`src/rtl/fixed_p_std_div_pipe.sv`:
```
// Multi-cycle unsigned fixed-point divider.
// Restoring shift-subtract, one quotient bit per cycle.
module fixed_p_std_div_pipe #(
  parameter int WIDTH       = 32,
  parameter int INT_WIDTH   = 8,
  parameter int FRACT_WIDTH = 24
) (
  input  logic             clk,
  input  logic             reset,
  input  logic             go,
  input  logic [WIDTH-1:0] left,
  input  logic [WIDTH-1:0] right,
  output logic [WIDTH-1:0] out_quotient,
  output logic [WIDTH-1:0] out_remainder,
  output logic             overflow,
  output logic             done
);

  localparam int N  = WIDTH + FRACT_WIDTH;
  localparam int CW = $clog2(N);

  if (WIDTH != INT_WIDTH + FRACT_WIDTH) begin : g_bad_width
    $error("WIDTH must equal INT_WIDTH + FRACT_WIDTH");
  end

  typedef enum logic [1:0] {
    IDLE,
    BUSY,
    DONE
  } state_t;

  state_t           r_state;
  state_t           w_state_nxt;
  logic [CW-1:0]    r_cnt;
  logic [N-1:0]     r_dvd;
  logic [N-2:0]     r_quot;
  logic [WIDTH-1:0] r_div;
  logic [WIDTH-1:0] r_rem;
  logic [WIDTH-1:0] r_q_out;
  logic [WIDTH-1:0] r_r_out;
  logic             r_ovf;

  logic [WIDTH:0]   w_shift;
  logic             w_ge;
  logic [WIDTH-1:0] w_rem_nxt;
  logic [N-1:0]     w_quot_nxt;
  logic             w_last;
  logic             w_div0;

  // The top quotient bit comes straight from this cycle's compare,
  // so only N-1 bits need to be held between cycles.
  assign w_shift    = {r_rem, r_dvd[N-1]};
  assign w_ge       = w_shift >= {1'b0, r_div};
  assign w_rem_nxt  = w_ge ? (w_shift[WIDTH-1:0] - r_div)
                           : w_shift[WIDTH-1:0];
  assign w_quot_nxt = {r_quot, w_ge};
  assign w_last     = (r_cnt == CW'(N - 1));
  assign w_div0     = (r_div == '0);

  assign out_quotient  = r_q_out;
  assign out_remainder = r_r_out;
  assign overflow      = r_ovf;
  assign done          = (r_state == DONE);

  // State register.
  always_ff @(posedge clk or negedge reset) begin
    if (!reset) r_state <= IDLE;
    else        r_state <= w_state_nxt;
  end

  // Next-state: accept in IDLE, N iterations, one DONE cycle.
  always_comb begin
    w_state_nxt = r_state;
    unique case (r_state)
      IDLE:    if (go) w_state_nxt = BUSY;
      BUSY:    if (w_last) w_state_nxt = DONE;
      DONE:    w_state_nxt = IDLE;
      default: w_state_nxt = IDLE;
    endcase
  end

  // Operand latch, iteration datapath and result registers.
  always_ff @(posedge clk or negedge reset) begin
    if (!reset) begin
      r_cnt   <= '0;
      r_dvd   <= '0;
      r_quot  <= '0;
      r_div   <= '0;
      r_rem   <= '0;
      r_q_out <= '0;
      r_r_out <= '0;
      r_ovf   <= 1'b0;
    end else if (r_state == IDLE) begin
      if (go) begin
        r_dvd  <= {left, {FRACT_WIDTH{1'b0}}};
        r_div  <= right;
        r_rem  <= '0;
        r_quot <= '0;
        r_cnt  <= '0;
      end
    end else if (r_state == BUSY) begin
      r_dvd  <= {r_dvd[N-2:0], 1'b0};
      r_rem  <= w_rem_nxt;
      r_quot <= w_quot_nxt[N-2:0];
      r_cnt  <= r_cnt + CW'(1);
      if (w_last) begin
        if (w_div0) begin
          r_q_out <= '1;
          r_r_out <= '0;
          r_ovf   <= 1'b1;
        end else begin
          r_q_out <= w_quot_nxt[WIDTH-1:0];
          r_r_out <= w_rem_nxt;
          r_ovf   <= |w_quot_nxt[N-1:WIDTH];
        end
      end
    end
  end

endmodule

```
`config.mk`:
```
export PLATFORM = sky130hd
export DESIGN_NAME = fixed_p_std_div_pipe
export DESIGN_NICKNAME = d
export VERILOG_FILES = /design/src/rtl/fixed_p_std_div_pipe.sv
export SDC_FILE = /design/constraint.sdc
export NUM_CORES = 1
export LEC_CHECK = 0
export ABC_AREA = 0
export BUFFER_PORTS_ARGS = -buffer_cell sky130_fd_sc_hd__buf_2
export CAP_MARGIN = 20
export CORE_ASPECT_RATIO = 0.75
export CORE_UTILIZATION = 58
export CTS_BUF_LIST = sky130_fd_sc_hd__clkbuf_16
export DETAILED_ROUTE_END_ITERATION = 16
export GPL_TIMING_DRIVEN = 0
export PLACE_DENSITY_LB_ADDON = 0.15
export RECOVER_POWER = 25
export SYNTH_ARGS = -nofsm -noshare
export SYNTH_HDL_FRONTEND = slang
export SYNTH_SLANG_ARGS = --single-unit
export TNS_END_PERCENT = 50
```
`constraint.sdc`:
```
create_clock -name clk -period 3.8 [get_ports clk]
set_clock_uncertainty 0.15 [all_clocks]
set_input_delay 0.76 -clock clk [delete_from_list [all_inputs] [get_ports clk]]
set_output_delay 0.76 -clock clk [all_outputs]
set_load 0.005 [all_outputs]
```
==> flow_metrics.py <==
metrics = {
    "synthesis": {
        "synth_edf_count": 0,
        "synthMuxAreaShare": 0.04067,
        "yosysWarningCount": 0,
        "yosysSeqAreaShare": 0.5176,
        "synth_xor_area_frac": 0.01941,
        "netlist-cell-type-count": 54,
        "async_flop_share": 1.000,
        "avgSynthCellArea_um2": 9.208,
        "synth_flop_cell": "dfrtp_1",
        "syn-cell-area_mm2": 0.01083,
        "synth_fa_ha_area_frac": 0.03998,
        "synth_fp_nets": 1277,
        "synth-compound-area-share": 0.1861,
        "ys_seq_elements": 224,
        "synthCells": 1176,
        "synth_top_family_by_area": "compound AO/OA/AOI/OAI gates",
        "yosys.area_share.simple": 0.1533,
    },
    "run_status": {
        "status": "finished with violations",
        "failed_checks": "capacitance limit, slew limit",
    },
    "drt": {
        "antenna_left": 0,
        "first_pass_iters": 5,
        "routed_via_density": 5.913,
        "vias": 9407,
        "post-route-drc-count": 0,
        "wl_per_cell_um": 17.97,
        "drt-total-wl_um": 28600,
        "drt_iter0_drc": 1098,
    },
    "final_layout": {
        "synthToLayoutAreaGrowth_pct": 16.15,
        "antenna_cells": 0,
        "drive_gt1_frac": 0.1379,
        "nets": 1434,
        "fin_util": 0.6999,
    },
    "worst_setup_path": {
        "crit_path_max_incr_delay_ns": 0.44,
        "crit_start": "r_dvd[55]",
        "regToRegStartpoint": "r_dvd[55]",
        "arrival_ns": 3.82,
        "rrSetupSlack_ns": 0.20,
        "cp-start-kind": "flop",
        "crit_type": "reg -> reg",
        "required_ns": 4.02,
        "path_max_fanout": 6,
        "crit_chain": "inv_1 > ha_1 > inv_1 > fa_1 > a21o_1 > a221oi_4 > o21ai_2 > a221oi_4 > o21ai_4 > a2111oi_2 > and4b_1 > mux2i_4 > o21ai_1",
        "critical_path.endpoint_type": "flop",
        "critical-path-slowest-cell": "dfrtp_1",
    },
    "job": {
        "max_cap_viol_count": 1,
    },
    "clock_network": {
        "clk_pin_slew_ns": 0.07,
        "cts_tree": "done",
        "cts_made_buffers": 22,
        "clk_latency_ns": 0.51,
        "cts_root_buffer": "clkbuf_16",
        "clock_sinks": 224,
        "htree_levels": 1,
        "cts_hold_buf": 0,
        "cts_buffer_depth": 3,
    },
    "pwr": {
        "p_per_area_mw_per_mm2": 368.8,
        "peakVddDrop_uv": 317.0,
        "cellLeakagePower_uw": 0.005922,
    },
    "global_route": {
        "antenna_found_initial": 0,
        "grt_pass1_vias": 8759,
        "grt_max_degree": 115,
        "overflow": 0,
        "grt_pass1_wl_um": 46880,
        "track_usage": 0.3065,
    },
    "floorplan": {
        "die-area_mm2": 0.01923,
        "design.portCount": 133,
        "die-width_um": 159.8,
        "core_mm2": 0.01797,
        "row_count": 42,
        "initial_utilization": 0.6025,
        "die_y_um": 120.3,
    },
    "placed_design": {
        "io_buffers": 132,
        "dp_hpwl_um": 20900,
        "gp_congestion": 0.9468,
    },
    "timing": {
        "tightest_slew_ns": 2.737,
        "drv_slew": 111,
        "hold_viol": 0,
        "finalSetupTns_ns": 0,
        "fmax_mhz": 277.7,
        "setup_viol": 0,
        "fin_crit_sh": 0.9475,
        "period_minus_slack_ns": 3.600,
        "rsz0062_at_grt": "false",
        "slew_headroom": -0.8245,
    },
    "min_path": {
        "min_path_type": "in -> reg",
        "hp-start": "right[12]",
    },
}
-- cell type report --
class | count | area (µm²)
flip-flops and latches | 224 | 5605
fillers | 1439 | 5394
multi-input cells | 835 | 4808
repair buffers | 133 | 688.2
clock buffers | 23 | 575.6
plain buffers | 75 | 306.5
well taps | 242 | 302.8
inverters | 42 | 157.7
clock inverters | 17 | 133.9
-- worst paths after layout --
check	cells after the start	end
min in group asynchronous	1	r_rem[10]
hold reg to reg	2	out_remainder[18]
setup reg to reg	13	out_remainder[28]
hold / removal	3	r_div[12]
max in group asynchronous	1	out_remainder[22]
setup / recovery	13	out_remainder[28]
-- metal layers --
metal / vias up / track usage / wire [µm]
li1: 4417 / - / -
met1: 4576 / 0.4757 / 13460
met2: 381 / 0.4484 / 12210
met3: 33 / 0.05935 / 2532
met4: 0 / 0.05952 / 398
met5: - / 0 / 0
-- cell usage after synthesis, types with 2 or more instances --
library cell  instances  share of area
buf_4                 2         0.0014
a211o_1               2         0.0016
o21bai_1              4         0.0028
o211ai_1              2         0.0014
dfrtp_1             224           0.52
xor2_1               11         0.0089
a21oi_1              53          0.024
o21ai_2               2         0.0016
o31a_1                3         0.0024
nand4_1              16         0.0092
o21ai_0             187          0.086
a31oi_1               6         0.0035
a21o_1               12         0.0083
nor2_1               43          0.015
a22o_1                2         0.0016
a221oi_2              2         0.0028
o21ai_1              19         0.0088
nor2b_1               6         0.0035
clkbuf_1             61          0.021
o31ai_1               4         0.0028
and3_1                7         0.0040
ha_1                 33          0.038
inv_1                41          0.014
buf_2                 7         0.0032
nand2_1             247          0.086
a211oi_1              2         0.0014
nor4_1               15         0.0087
nand3_1              34          0.016
o21a_1                4         0.0028
o22a_1               31          0.025
xnor2_1              13          0.011
or3_1                 2         0.0012
buf_1                 3         0.0010
nor3_1                9         0.0042
mux2i_1              44          0.041
nand2b_1              5         0.0029
-- cells in the final DEF (no fill, tap or decap), types with 3 or more instances in the layout --
master     Yosys  layout
nand3_1       34      34
buf_2          7     138
nor2_1        43      43
buf_1          3       3
o21a_1         4       4
nand4_1       16      16
ha_1          33      33
nor2b_1        6       6
o21ai_0      187     187
a31oi_1        6       5
o31a_1         3       3
a21oi_1       53      53
nand2_1      247     247
clkbuf_16      0      23
mux2i_1       44      43
inv_1         41      42
a21o_1        12      12
o22a_1        31      31
nor3_1         9       9
clkbuf_1      61      61
clkinv_1       1       5
dfrtp_1      224     224
and3_1         7       7
xor2_1        11      11
nand2b_1       5       5
o31ai_1        4       4
nor4_1        15      15
o21ai_1       19      19
o21bai_1       4       4
clkinv_2       0       8
xnor2_1       13      13
-- cell families (layout without fill, tap and decap cells) --
family	after synthesis	in the layout
compound gates	344	344
simple gates	389	389
flops	224	224
mux	44	44
xor+xnor	24	24
buf+inv	117	290
fa+ha+maj	34	34
-- registers in the layout, summed over array words and instances (netlist names), 2 cells and up --
name and count:
r_state 2, r_div 32, out_remainder 32, r_dvd 32, r_cnt 6, r_rem 32
r_quot 55, out_quotient 32
-- worst max-delay path: cells and delay by family, from the launching register on --
family	cells	cell delay, ns
fa+ha+maj	2	0.58
simple gates	1	0.27
buf+inv	2	0.15
flops	1	0.44
mux	1	0.21
compound gates	7	1.68
-- where the power goes --
part / switching [µW] / total (µW) / internal (µW)
Sequential: 0 / 2380 / 2380
Clock: 936 / 2170 / 1230
Combinational: 56.3 / 84.1 / 27.8
Total: 993 / 4640 / 3650
-- timing repair --
item / in CTS / in global routing
endpoints found under the hold margin: 0 / 0
resized for setup: 1 / 5
pin swaps: 0 / 1
setup buffers: 0 / 0
setup endpoints to repair: 1 / 7
-- through the flow --
stage / cell area [µm²] / hold WS, ns / setup slack, ns / total power (µW) / std cells
2_1_floorplan: 10830 / 0.2936 / 0.6227 / 2431 / 1176
3_5_place_dp: 11830 / 0.3194 / 0.02090 / 2517 / 1551
5_1_grt: 12580 / 0.3066 / 0.007345 / 4751 / 1591
6_report: 12580 / 0.3044 / 0.1996 / 4639 / 1591
4_1_cts: 12540 / 0.2034 / 0.02910 / 4656 / 1591
3_3_place_gp: 11790 / 0.3064 / -2.077 / 2513 / 1550
Power figures use the tool's default switching activity.
